==> src/rtl/mao_placar_pkg.sv <==
// mao_placar_pkg: shared result/state encodings and the truco raise ladder
package mao_placar_pkg;
    typedef enum logic [1:0] {R_NONE = 2'b00, R_P1 = 2'b01, R_P2 = 2'b10, R_TIE = 2'b11} res_t;
    typedef enum logic [1:0] {PLAY, TRUCO_WAIT, AWARD, OVER} state_t;
    localparam logic [3:0] HV_1 = 4'd1, HV_3 = 4'd3, HV_6 = 4'd6, HV_9 = 4'd9, HV_12 = 4'd12;
    localparam int TARGET_DEF = 12;
    function automatic logic [3:0] next_hv(input logic [3:0] hv);
        return hv == HV_1 ? HV_3 : hv == HV_3 ? HV_6 : hv == HV_6 ? HV_9 : HV_12;
    endfunction
endpackage

==> src/rtl/mao_placar_if.sv <==
// mao_placar_if: vaza/truco inputs and score/status outputs of the scoreboard
interface mao_placar_if #(parameter int SCORE_W = 4);
    logic               vaza_valid, v_in, e_in;
    logic               truco_req_p1, truco_req_p2, truco_acc, truco_run;
    logic [SCORE_W-1:0] score1, score2;
    logic [3:0]         hand_value;
    logic [1:0]         vaza_idx, hand_winner;
    logic               truco_pending, hand_done, game_over;
    modport master (
        output vaza_valid, v_in, e_in, truco_req_p1, truco_req_p2, truco_acc, truco_run,
        input  score1, score2, hand_value, vaza_idx, truco_pending, hand_done, hand_winner, game_over
    );
    modport slave (
        input  vaza_valid, v_in, e_in, truco_req_p1, truco_req_p2, truco_acc, truco_run,
        output score1, score2, hand_value, vaza_idx, truco_pending, hand_done, hand_winner, game_over
    );
endinterface

==> src/rtl/mao_resolver.sv <==
// mao_resolver: combinational best-of-three decision for the current mão
module mao_resolver
    import mao_placar_pkg::*;
(
    input  res_t       r1_i,
    input  res_t       r2_i,
    input  res_t       r_i,
    input  logic [1:0] idx_i,
    output logic       decided_o,
    output res_t       winner_o
);
    // Second vaza stays open only on tie-tie or a split of wins
    always_comb begin
        decided_o = idx_i == 2'd2 ||
                    (idx_i == 2'd1 && (r1_i == R_TIE ? r_i != R_TIE : (r_i == R_TIE || r_i == r1_i)));
        winner_o  = r_i != R_TIE ? r_i : r1_i != R_TIE ? r1_i : r2_i != R_TIE ? r2_i : R_NONE;
    end
endmodule

==> src/rtl/mao_placar.sv <==
// mao_placar: truco mão resolution, raise handshake and match scoring
module mao_placar
    import mao_placar_pkg::*;
#(
    parameter int TARGET  = TARGET_DEF,
    parameter int SCORE_W = 4
) (
    input logic         clk,
    input logic         rst_n,
    mao_placar_if.slave bus
);
    localparam int SW1 = SCORE_W + 1;

    state_t             state_q, state_d;
    res_t               r1_q, r1_d, r2_q, r2_d, raiser_q, raiser_d, pend_q, pend_d;
    res_t               win_q, win_d, hw_q, hw_d, res, winner;
    logic [SCORE_W-1:0] score1_q, score1_d, score2_q, score2_d;
    logic [3:0]         hv_q, hv_d;
    logic [1:0]         idx_q, idx_d;
    logic               done_q, decided, can_raise, full1, full2;
    logic [SW1-1:0]     sum1, sum2;

    assign res       = bus.e_in ? R_TIE : bus.v_in ? R_P1 : R_P2;
    assign can_raise = hv_q != HV_12;
    assign sum1      = {1'b0, score1_q} + (win_q == R_P1 ? SW1'(hv_q) : '0);
    assign sum2      = {1'b0, score2_q} + (win_q == R_P2 ? SW1'(hv_q) : '0);
    assign full1     = sum1 >= SW1'(TARGET);
    assign full2     = sum2 >= SW1'(TARGET);

    mao_resolver u_resolver (
        .r1_i      (r1_q),
        .r2_i      (r2_q),
        .r_i       (res),
        .idx_i     (idx_q),
        .decided_o (decided),
        .winner_o  (winner)
    );

    always_comb begin
        state_d  = state_q;
        r1_d     = r1_q;
        r2_d     = r2_q;
        raiser_d = raiser_q;
        pend_d   = pend_q;
        win_d    = win_q;
        hw_d     = hw_q;
        score1_d = score1_q;
        score2_d = score2_q;
        hv_d     = hv_q;
        idx_d    = idx_q;
        case (state_q)
            PLAY: begin
                // A strobed vaza always wins over a raise request in the same cycle
                if (bus.vaza_valid) begin
                    if (decided) begin
                        win_d   = winner;
                        state_d = AWARD;
                    end else if (idx_q == 2'd0) begin
                        r1_d  = res;
                        idx_d = 2'd1;
                    end else begin
                        r2_d  = res;
                        idx_d = 2'd2;
                    end
                end else if (can_raise && bus.truco_req_p1 && raiser_q != R_P1) begin
                    pend_d  = R_P1;
                    state_d = TRUCO_WAIT;
                end else if (can_raise && bus.truco_req_p2 && raiser_q != R_P2) begin
                    pend_d  = R_P2;
                    state_d = TRUCO_WAIT;
                end
            end
            TRUCO_WAIT: begin
                if (bus.truco_run) begin
                    win_d   = pend_q;
                    state_d = AWARD;
                end else if (bus.truco_acc) begin
                    hv_d     = next_hv(hv_q);
                    raiser_d = pend_q;
                    state_d  = PLAY;
                end
            end
            AWARD: begin
                score1_d = full1 ? SCORE_W'(TARGET) : sum1[SCORE_W-1:0];
                score2_d = full2 ? SCORE_W'(TARGET) : sum2[SCORE_W-1:0];
                hw_d     = win_q;
                hv_d     = HV_1;
                idx_d    = 2'd0;
                r1_d     = R_NONE;
                r2_d     = R_NONE;
                raiser_d = R_NONE;
                state_d  = (full1 || full2) ? OVER : PLAY;
            end
            OVER: ;
        endcase
    end

    always_ff @(posedge clk or negedge rst_n) begin
        if (!rst_n) begin
            state_q  <= PLAY;
            r1_q     <= R_NONE;
            r2_q     <= R_NONE;
            raiser_q <= R_NONE;
            pend_q   <= R_NONE;
            win_q    <= R_NONE;
            hw_q     <= R_NONE;
            score1_q <= '0;
            score2_q <= '0;
            hv_q     <= HV_1;
            idx_q    <= 2'd0;
            done_q   <= 1'b0;
        end else begin
            state_q  <= state_d;
            r1_q     <= r1_d;
            r2_q     <= r2_d;
            raiser_q <= raiser_d;
            pend_q   <= pend_d;
            win_q    <= win_d;
            hw_q     <= hw_d;
            score1_q <= score1_d;
            score2_q <= score2_d;
            hv_q     <= hv_d;
            idx_q    <= idx_d;
            done_q   <= state_q == AWARD;
        end
    end

    assign bus.score1        = score1_q;
    assign bus.score2        = score2_q;
    assign bus.hand_value    = hv_q;
    assign bus.vaza_idx      = idx_q;
    assign bus.truco_pending = state_q == TRUCO_WAIT;
    assign bus.hand_done     = done_q;
    assign bus.hand_winner   = hw_q;
    assign bus.game_over     = state_q == OVER;
endmodule

==> src/flat_wrapper.sv <==
// flat-port wrapper written by rule: the top's interface ports become plain ports
module mao_placar_flat import mao_placar_pkg::*;
#(
    parameter int TARGET  = TARGET_DEF,
    parameter int SCORE_W = 4
)
  (clk, rst_n, bus_vaza_valid, bus_v_in, bus_e_in, bus_truco_req_p1, bus_truco_req_p2, bus_truco_acc, bus_truco_run, bus_score1, bus_score2, bus_hand_value, bus_vaza_idx, bus_truco_pending, bus_hand_done, bus_hand_winner, bus_game_over);
  mao_placar_if #(.SCORE_W(SCORE_W)) bus_i ();
  input logic clk;
  input logic rst_n;
  input wire logic [$bits(bus_i.vaza_valid)-1:0] bus_vaza_valid;
  input wire logic [$bits(bus_i.v_in)-1:0] bus_v_in;
  input wire logic [$bits(bus_i.e_in)-1:0] bus_e_in;
  input wire logic [$bits(bus_i.truco_req_p1)-1:0] bus_truco_req_p1;
  input wire logic [$bits(bus_i.truco_req_p2)-1:0] bus_truco_req_p2;
  input wire logic [$bits(bus_i.truco_acc)-1:0] bus_truco_acc;
  input wire logic [$bits(bus_i.truco_run)-1:0] bus_truco_run;
  output wire logic [$bits(bus_i.score1)-1:0] bus_score1;
  output wire logic [$bits(bus_i.score2)-1:0] bus_score2;
  output wire logic [$bits(bus_i.hand_value)-1:0] bus_hand_value;
  output wire logic [$bits(bus_i.vaza_idx)-1:0] bus_vaza_idx;
  output wire logic [$bits(bus_i.truco_pending)-1:0] bus_truco_pending;
  output wire logic [$bits(bus_i.hand_done)-1:0] bus_hand_done;
  output wire logic [$bits(bus_i.hand_winner)-1:0] bus_hand_winner;
  output wire logic [$bits(bus_i.game_over)-1:0] bus_game_over;
  assign bus_i.vaza_valid = bus_vaza_valid;
  assign bus_i.v_in = bus_v_in;
  assign bus_i.e_in = bus_e_in;
  assign bus_i.truco_req_p1 = bus_truco_req_p1;
  assign bus_i.truco_req_p2 = bus_truco_req_p2;
  assign bus_i.truco_acc = bus_truco_acc;
  assign bus_i.truco_run = bus_truco_run;
  assign bus_score1 = bus_i.score1;
  assign bus_score2 = bus_i.score2;
  assign bus_hand_value = bus_i.hand_value;
  assign bus_vaza_idx = bus_i.vaza_idx;
  assign bus_truco_pending = bus_i.truco_pending;
  assign bus_hand_done = bus_i.hand_done;
  assign bus_hand_winner = bus_i.hand_winner;
  assign bus_game_over = bus_i.game_over;
  mao_placar #(.TARGET(TARGET), .SCORE_W(SCORE_W)) u_core (.clk(clk), .rst_n(rst_n), .bus(bus_i));
endmodule
==> config.mk <==
export PLATFORM = sky130hd
export DESIGN_NAME = mao_placar_flat
export DESIGN_NICKNAME = d
export VERILOG_FILES = /design/src/rtl/mao_placar_pkg.sv /design/src/rtl/mao_placar_if.sv /design/src/rtl/mao_resolver.sv /design/src/rtl/mao_placar.sv /design/src/flat_wrapper.sv
export SDC_FILE = /design/constraint.sdc
export NUM_CORES = 1
export LEC_CHECK = 0
export BUFFER_PORTS_ARGS = -buffer_cell sky130_fd_sc_hd__clkbuf_2
export CAP_MARGIN = 20
export CORE_MARGIN = 2
export CORE_UTILIZATION = 30
export CTS_CLUSTER_DIAMETER = 200
export CTS_CLUSTER_SIZE = 30
export DETAILED_ROUTE_END_ITERATION = 6
export PLACE_DENSITY = 0.6
export SETUP_SLACK_MARGIN = 0.5
export SLEW_MARGIN = 20
export SYNTH_ARGS = -nofsm -noshare
export SYNTH_HDL_FRONTEND = slang
export SYNTH_SLANG_ARGS = --single-unit
==> constraint.sdc <==
create_clock -name clk -period 2.26 [get_ports clk]
set_input_delay 0.113 -clock clk [delete_from_list [all_inputs] [get_ports clk]]
set_output_delay 0.113 -clock clk [all_outputs]
set_load 0.1 [all_outputs]
### Word level (Yosys, flattened, before mapping)

Index checks and enable logic that the tools add are counted.

* add/subtract/negate cells: 2
* muxes and demuxes: 45
* bitwise operators: 1
* equality and inequality tests: 30
* reduce and logical (&&, ||, !) cells: 22
* order comparisons: 2

Operators with widths (count)
* $mux W2: 28
* $mux W4: 8
* $ne A2 B2 Y1 const B: 10
* $pmux W2 S2: 5
* $reduce_and A4 Y1: 4
* $eq A2 B2 Y1 const B: 6
* $add A4 B5 Y5: 2
* $ge A5 B4 Y1 const B: 2
* $reduce_and A3 Y1: 3
* $pmux W4 S2: 1
* $reduce_bool A2 Y1: 4
* $eq A2 B1 Y1 const B: 3
* $ne A2 B1 Y1 const B: 3
* $pmux W2 S3: 1
* $logic_and A1 B1 Y1: 5
* $eq A4 B1 Y1 const B: 1
* $eq A4 B2 Y1 const B: 1
* $eq A4 B3 Y1 const B: 1
* $logic_not A2 Y1: 2
* $ne A4 B2 Y1 const B: 1
* $ne A4 B4 Y1 const B: 1
* $logic_or A1 B1 Y1: 3
* $mux W3: 1
* $ne A3 B2 Y1 const B: 1
* other kinds (5): 5

* word-level logic and storage cells: 114
* output and inout port bits: 19
* input bits: 9
* register bits after elaboration: 29

### Depth between registers and ports, before layout

Gate-level depths: netlist of run 1.

* word-level depth: 10
* depth in mapped cells: 9
* mapped depth without buffers: 9

### Hierarchy

From an unflattened synthesis of run 1, not the netlist that was laid out.

* cells, all modules: 216
* area, all modules: 1974.4 um^2

By module, submodules not included
* mao_placar: times used 1, cells each 201, area each 1881.8 um^2, seq. area each 726.9 um^2
* mao_resolver: times used 1, cells each 15, area each 92.6 um^2, seq. area each 0.0 um^2

### Worst setup path after synthesis of run 1

Ideal clock, no wire load.

* kind: reg2reg
* from: register u_core.hv_q[3], in the netlist u_core.bus.hand_value[3]
* to: register u_core.state_q[1]
* data arrival time: 2.572 ns
* path buffers: 0
* library setup time: 0.124 ns
* path slack: -0.436 ns
* cell stages (with the launch flop): 8
* required time: 2.136 ns
* clock period less this slack: 2.696 ns
* cells stage by stage: dfrtp_1 -> and2_1 -> ha_1 -> or3_1 -> o311ai_1 -> o31ai_1 -> o21a_1 -> a211o_1

* longest elaborated chain between the ends: 6
* elaborated cells between the ends (all ways): 18
* those cells by class: add/sub: 2; order compare: 2; eq/ne: 2; mux: 6; reduce/logical: 6

RTL lines
* from (decl): line mao_placar.sv:18 `logic [3:0] hv_q, hv_d;`
* from (signal assigned): line mao_placar.sv:122 `hv_q <= hv_d;`
* $mux W4 (tied with other cells): line mao_placar.sv:25 `assign sum1 = {1'b0, score1_q} + (win_q == R_P1 ? SW1'(hv_q) : '0);`
* $add A4 B5 Y5 (tied with other cells): line mao_placar.sv:25
* $ge A5 B4 Y1 (tied with other cells): line mao_placar.sv:27 `assign full1 = sum1 >= SW1'(TARGET);`
* $logic_or A1 B1 Y1 or $mux W2 (tied branches): line mao_placar.sv:92, mao_placar.sv:65
* $mux W2, on equally long branches: line mao_placar.sv:92, mao_placar.sv:54
* $pmux W2 S3: line mao_placar.sv:51 `case (state_q)`
* to (signal assigned): line mao_placar.sv:113 `state_q <= state_d;`
* to (decl): line mao_placar.sv:14 `state_t state_q, state_d;`

Parallel ways exist; a longest one is shown, timed or not.
A chain may end at the register's enable or synchronous reset.

### Final worst setup path of run 1

* from: register u_core.win_q[0]
* to: register u_core.state_q[1]

* longest elaborated chain between the ends: 7
* elaborated cells between the ends (all ways): 11
* those cells by class: add/sub: 2; order compare: 2; eq/ne: 2; mux: 4; reduce/logical: 1

RTL lines
* from (decl): line mao_placar.sv:16 `res_t win_q, win_d, hw_q, hw_d, res, winner;`
* from (signal assigned): line mao_placar.sv:118 `win_q <= win_d;`
* $eq A2 B1 Y1 or $eq A2 B2 Y1 (tied branches): line mao_placar.sv:25, mao_placar.sv:26
* $mux W4, on equally long branches: line mao_placar.sv:25, mao_placar.sv:26
* $add A4 B5 Y5, on equally long branches: line mao_placar.sv:25, mao_placar.sv:26
* $ge A5 B4 Y1, on equally long branches: line mao_placar.sv:27, mao_placar.sv:28
* $logic_or A1 B1 Y1 (*): line mao_placar.sv:92 `state_d = (full1 || full2) ? OVER : PLAY;`
* $mux W2 (*): line mao_placar.sv:92
* $pmux W2 S3 (*): line mao_placar.sv:51

Mark *: on every way between the ends. The rest lies on a longest branch, timed or not.

==> results of run 1 <==
-- synth_stat cells, drive strengths merged, types with 4 or more instances --
cell type / n / share of area
nor2b: 5 / 0.020
mux2: 4 / 0.023
nand3b: 4 / 0.015
dfrtp: 28 / 0.36
nand2: 20 / 0.038
and2: 11 / 0.035
a21oi: 13 / 0.033
nor2: 9 / 0.017
ha: 12 / 0.076
nand2b: 5 / 0.016
and3: 4 / 0.013
inv: 10 / 0.019
o21ai: 17 / 0.043
-- through the flow --
stage | hold WS [ns] | setup slack [ns] | cell area (µm²)
5_1_grt | 0.0880 | -0.0417 | 2680
3_5_place_dp | 0.229 | -0.0132 | 2310
2_1_floorplan | -0.183 | -0.0355 | 2080
3_3_place_gp | 0.226 | 0.0272 | 2310
6_report | 0.0814 | 0.0503 | 2680
4_1_cts | 0.0739 | 0.0628 | 2550
-- layer usage --
metal  track usage  routed length, µm  vias to the layer above
met4        0.0519                 73                        0
li1              -                  -                      833
met1         0.190               2330                      832
met5             0                  0                        -
met2         0.237               2490                       29
met3        0.0321                166                        7
-- final cells by class --
cell class / count / area (µm²)
Multi-Input combinational cell: 157 / 1390
Fill cell: 608 / 3670
Inverter: 10 / 37.5
Tap cell: 77 / 96.3
Clock buffer: 8 / 90.1
Sequential cell: 29 / 759
Timing Repair Buffer: 48 / 307
-- cells by family (layout without fill, tap and decap cells) --
| family | count (synthesis) | in the layout | synth area share |
|---|---|---|---|
| adder cells (fa/ha/maj) | 14 | 14 | 0.0969 |
| flip-flops | 29 | 29 | 0.370 |
| buffers and inverters | 15 | 66 | 0.0319 |
| XOR/XNOR | 3 | 3 | 0.0134 |
| AO/OA/AOI/OAI | 68 | 68 | 0.265 |
| multiplexers | 7 | 7 | 0.0382 |
| AND/OR/NAND/NOR | 65 | 65 | 0.184 |
-- worst max-delay path: cells and delay by family, from the launching register on --
family / cells / cell delay (ns)
AOI/OAI and AO/OA: 5 / 0.87
adders and majority gates: 2 / 0.53
DFF: 1 / 0.42
and+or+nand+nor: 2 / 0.29
-- repair_timing --
item | in CTS | in global routing
setup buffers | 7 | 9
resized for setup | 19 | 12
hold buffers | 1 | 0
endpoints found under the hold margin | 28 | 0
gates cloned | 0 | 0
pin swaps | 18 | 12
endpoints found under the setup margin | 18 | 15
-- sequential cells by signal (all words and copies together) (netlist names) --
register and count:
u_core.bus.vaza_idx 2, u_core.bus.hand_winner 2, u_core.state_q 2, u_core.bus.hand_value 4, u_core.pend_q 2, u_core.r2_q 2, u_core.raiser_q 2, u_core.r1_q 2
u_core.bus.hand_done 1, u_core.win_q 2, u_core.bus.score1 4, u_core.bus.score2 4
-- how the worst max path moves through the flow --
stage                                         from                end  slack (ns)  cells past startpoint
final                              u_core.win_q[0]  u_core.state_q[1]        0.05                      9
after global routing               u_core.win_q[1]  u_core.state_q[0]       -0.04                      9
after CTS                          u_core.win_q[0]  u_core.state_q[1]        0.06                      9
after detailed placement           u_core.win_q[1]  u_core.state_q[0]       -0.01                      9
after global placement             u_core.win_q[1]  u_core.state_q[0]        0.03                      9
after floorplan           u_core.bus.hand_value[0]  u_core.state_q[1]       -0.04                      8
==> impl_metrics.ini, run 1 <==
[worst_setup_path]
r2r.worst_path.cells = 9
crit_type = reg2reg
cpPeakStageDelay_ns = 0.42
crit_path_top_delay_cell = dfrtp_1
crit_chain = nor2b_4 -> and2_4 -> ha_4 -> fa_2 -> a21oi_2 -> o21ai_1 -> a211o_1 -> o21a_1 -> a211o_1
r2r_setup_slack_ns = 0.05
cp.arrival_ns = 2.38
worst_setup_path_start_kind = flop
worstReg2RegStart = u_core.win_q[0]
cp.required_ns = 2.43
endpoint_kind = flop
crit_top_cell = a211o_1
reg2reg_to = u_core.state_q[1]
path_max_fanout = 4

[yosys]
synth-edff-count = 0
syn_inst = 201
syn-num-nets = 224
synth-async-reset-ratio = 1.00
synth_ff_type = dfrtp_1
syn_area_per_cell_um2 = 9.77
ys_seq_area_frac = 0.370
synth-seq-cells = 29
synth.cell_area_um2 = 1960
yosysWarnings = 0
synth.distinct_cells = 58

[global_route]
grt_max_degree = 30
antenna_found_initial = 0
gr-total-overflow = 0
grt_pass1_vias = 1691
grt_pass1_wl_mm = 8.25
track_usage = 0.145

[final_layout]
fin_cells = 329
layout.nets = 274
area_delta_synth_final_pct = 36.3
drive_gt1_frac = 0.425
final_cell_mix = clkbuf_2, nand2_1, buf_4, dfrtp_1, o21ai_1
diodes = 0
post-route-util = 0.421
layout_commonest_cell = clkbuf_2

[routing]
detail-route-antenna-nets = 0
wl_per_cell_um = 15.4
routed_wl_mm = 5.06
drtIter0Drc = 78
via_per_inst = 5.17
vias = 1701
firstDrtPassIters = 4
drcViolationCount = 0

[cts]
cts.clk_slew.worst_paths_ns = 0.07
tritoncts.num_buffers = 5
clkLatencyLatePin_ns = 0.28
cts_tree = yes
ctsLongestPathBuffers = 2
root_buffer = clkbuf_8
htreeDepth = 2
clock_sinks = 29

[timing]
tightest_slew_ns = 0.773
fin_crit_sh = 0.978
fin_tns_setup_ns = 0
hold_viol = 0
min_period_ns = 2.21
drv_slew = 0
max-slew-margin-rel = 0.485
rsz0062_at_grt = true
fin_worst_skew_ns = 0.00434
timing.fmax_mhz = 453
setup_viol = 0

[floorplan]
die_x_um = 84.9
die-area_um2 = 7210
std_cell_rows = 29
fp.dieH_um = 84.9
ioPinCount = 28
coreArea_um2 = 6350
start_util = 0.309

[run_status]
run_status = completed

[placed_design]
port-buffer-count = 27
place_congestion = 0.800
dp_cells = 304
dp_hpwl_mm = 3.44

[run]
cap_violations = 0

[hold_path]
min_to = u_core.pend_q[1]
hold_path_class = in2reg
min_from = bus_truco_req_p1
whs_path_depth = 2
Power of run 1 is not shown: default switching activity piles up to over one toggle a cycle in this logic, so the estimate is an artifact.
==> run 2: changes to the inputs <==
--- a/config.mk
+++ b/config.mk
@@ -5,6 +5,7 @@
 export SDC_FILE = /design/constraint.sdc
 export NUM_CORES = 1
 export LEC_CHECK = 0
+export ABC_CLOCK_PERIOD_IN_PS = 2260
 export BUFFER_PORTS_ARGS = -buffer_cell sky130_fd_sc_hd__clkbuf_2
 export CAP_MARGIN = 20
 export CORE_MARGIN = 2
@@ -12,6 +13,7 @@
 export CTS_CLUSTER_DIAMETER = 200
 export CTS_CLUSTER_SIZE = 30
 export DETAILED_ROUTE_END_ITERATION = 6
+export GPL_ROUTABILITY_DRIVEN = 0
 export PLACE_DENSITY = 0.6
 export SETUP_SLACK_MARGIN = 0.5
 export SLEW_MARGIN = 20
==> constraint.sdc (replaced) <==
create_clock -name clk -period 2.26 [get_ports clk]
set_input_delay 0.113 -clock clk [delete_from_list [all_inputs] [get_ports clk]]
set_output_delay 0.113 -clock clk [all_outputs]
set_load 0.005 [all_outputs]
==> run 2 against run 1 <==
Global-route usage down 0.14 points. Final cell count rose by 1.2%. Design area did not move. Critical endpoint unchanged.
==> impl_metrics.ini, run 2 (synthesized netlist as in run 1, its figures left out) <==
[final_layout]
layout_commonest_cell = clkbuf_2
area_delta_synth_final_pct = 36.3
final.fill_count = 625
drive_gt1_frac = 0.414
diodes = 0
layout.nets = 278
post-route-util = 0.421
final_cell_mix = clkbuf_2, dfrtp_1, buf_4, nand2_1, o21ai_1

[run_status]
run_status = completed

[routing]
detail-route-antenna-nets = 0
vias = 1692
via_per_inst = 5.08
wl_per_cell_um = 15.0
firstDrtPassIters = 4
drcViolationCount = 0
drtIter0Drc = 92
routed_wl_mm = 5.00

[global_route]
grt_pass1_vias = 1669
grt_max_degree = 30
antenna_found_initial = 0
grt_pass1_wl_mm = 8.16
gr-total-overflow = 0
track_usage = 0.144

[placed_design]
port-buffer-count = 27
dp_hpwl_mm = 3.38

[power]
p_leak_nw = 1.22
pwr-share-comb = 0.627
swShare = 0.423
p_per_area_nw_per_um2 = 1470
p_int_w = 0.00226
max-vdd-ir-drop_uv = 526
clock_power_share = 0.126
seqPwrFrac = 0.247
switchingPower_w = 0.00166

[cts]
htreeDepth = 2
cts_tree = yes
clkLatencyLatePin_ns = 0.29
tritoncts.num_buffers = 5
ctsLongestPathBuffers = 2
root_buffer = clkbuf_8
cts.clk_slew.worst_paths_ns = 0.07
clock_sinks = 29

[hold_path]
min_from = bus_truco_req_p1
hold_path_class = in2reg
whs_path_depth = 2
min_to = u_core.pend_q[1]

[timing]
rsz0062_at_grt = true
timing.fmax_mhz = 455
hold_ws_ns = 0.0822
max-slew-margin-rel = 0.470
fin_crit_sh = 0.973
hold_viol = 0
min_period_ns = 2.20
fin_worst_skew_ns = 0.0113
tightest_slew_ns = 0.794
setup_viol = 0
drv_slew = 0

[worst_setup_path]
crit_type = reg2reg
reg2reg_to = u_core.state_q[1]
worst_setup_path_start_kind = flop
endpoint_kind = flop
path_max_fanout = 4
cp.required_ns = 2.43
r2r_setup_slack_ns = 0.06
critPathLaunch = u_core.win_q[0]
worstReg2RegStart = u_core.win_q[0]
r2r.worst_path.cells = 9
cp.arrival_ns = 2.37

[floorplan]
ioPinCount = 28
die_x_um = 84.9
start_util = 0.309
coreArea_um2 = 6350
fp.dieH_um = 84.9
std_cell_rows = 29
die-area_um2 = 7210

[run]
cap_violations = 0
run 2: cell types whose count changed in the layout (fill, tap and decap cells not counted), sizes merged:
cell / change
clkbuf: -1
buf: +4
clkinv: +1
run 2: metal layers:
metal / wire, µm / vias to the layer above / global-route usage
li1: - / 842 / -
met1: 2330 / 819 / 0.190
met2: 2440 / 22 / 0.231
met3: 125 / 9 / 0.0331
met4: 100 / 0 / 0.0519
met5: 0 / - / 0
run 2: per-stage QoR:
stage	setup slack [ns]	cells	cell area, µm²	TNS [ns]	total power [W]
2_1_floorplan	0.0667	201	1990	0	0.00232
3_3_place_gp	0.0234	308	2250	0	0.00288
3_5_place_dp	-0.00942	308	2250	-0.00942	0.00291
4_1_cts	0.0798	328	2580	0	0.00376
5_1_grt	-0.0228	333	2680	-0.0368	0.00426
6_report	0.0605	333	2680	0	0.00393
run 2: how the worst max path moves through the flow:
stage	endpoint	slack, ns
after detailed placement	u_core.state_q[1]	-0.009
after CTS	u_core.state_q[1]	0.08
after floorplan	u_core.state_q[1]	0.07
after global routing	u_core.state_q[0]	-0.02
final	u_core.state_q[1]	0.06
after global placement	u_core.state_q[1]	0.02
run 2: power groups by stage:
stage | sequential (W) | clock (W) | combinational [W]
4_1_cts | 0.000968 | 0.000503 | 0.00229
3_3_place_gp | 0.000974 | 0 | 0.00190
5_1_grt | 0.000999 | 0.000523 | 0.00273
2_1_floorplan | 0.000942 | 0 | 0.00138
3_5_place_dp | 0.000982 | 0 | 0.00193
6_report | 0.000968 | 0.000496 | 0.00246
run 2: area by class of cell:
| type | instances | area (µm²) | share of cell area |
|---|---|---|---|
| clock buffers | 7 | 96.3 | 0.0360 |
| clock inverters | 1 | 5.00 | 0.00187 |
| inverters | 10 | 37.5 | 0.0140 |
| multi-input cells | 157 | 1370 | 0.512 |
| flip-flops and latches | 29 | 729 | 0.273 |
| well taps | 77 | 96.3 | 0.0360 |
| repair buffers | 52 | 340 | 0.127 |
run 2: critical path, cell delays in order (launching register included):
cell and delay, ns:
dfrtp_1 0.39, nor2b_4 0.14, and2_4 0.14, ha_4 0.16, fa_2 0.39, a21oi_2 0.14, o21ai_1 0.07, a211o_1 0.24
o21a_1 0.19, a211o_1 0.25
run 2: repair_timing:
| action | 4_1_cts | 5_1_grt |
|---|---|---|
| endpoints found under the setup margin | 15 | 19 |
| hold buffers | 1 | 0 |
| buffers inserted | 11 | 5 |
| pin swaps | 20 | 6 |
| resized for setup | 30 | 14 |
| endpoints found under the hold margin | 28 | 0 |
Note: power is estimated with default switching activity, not from simulation.
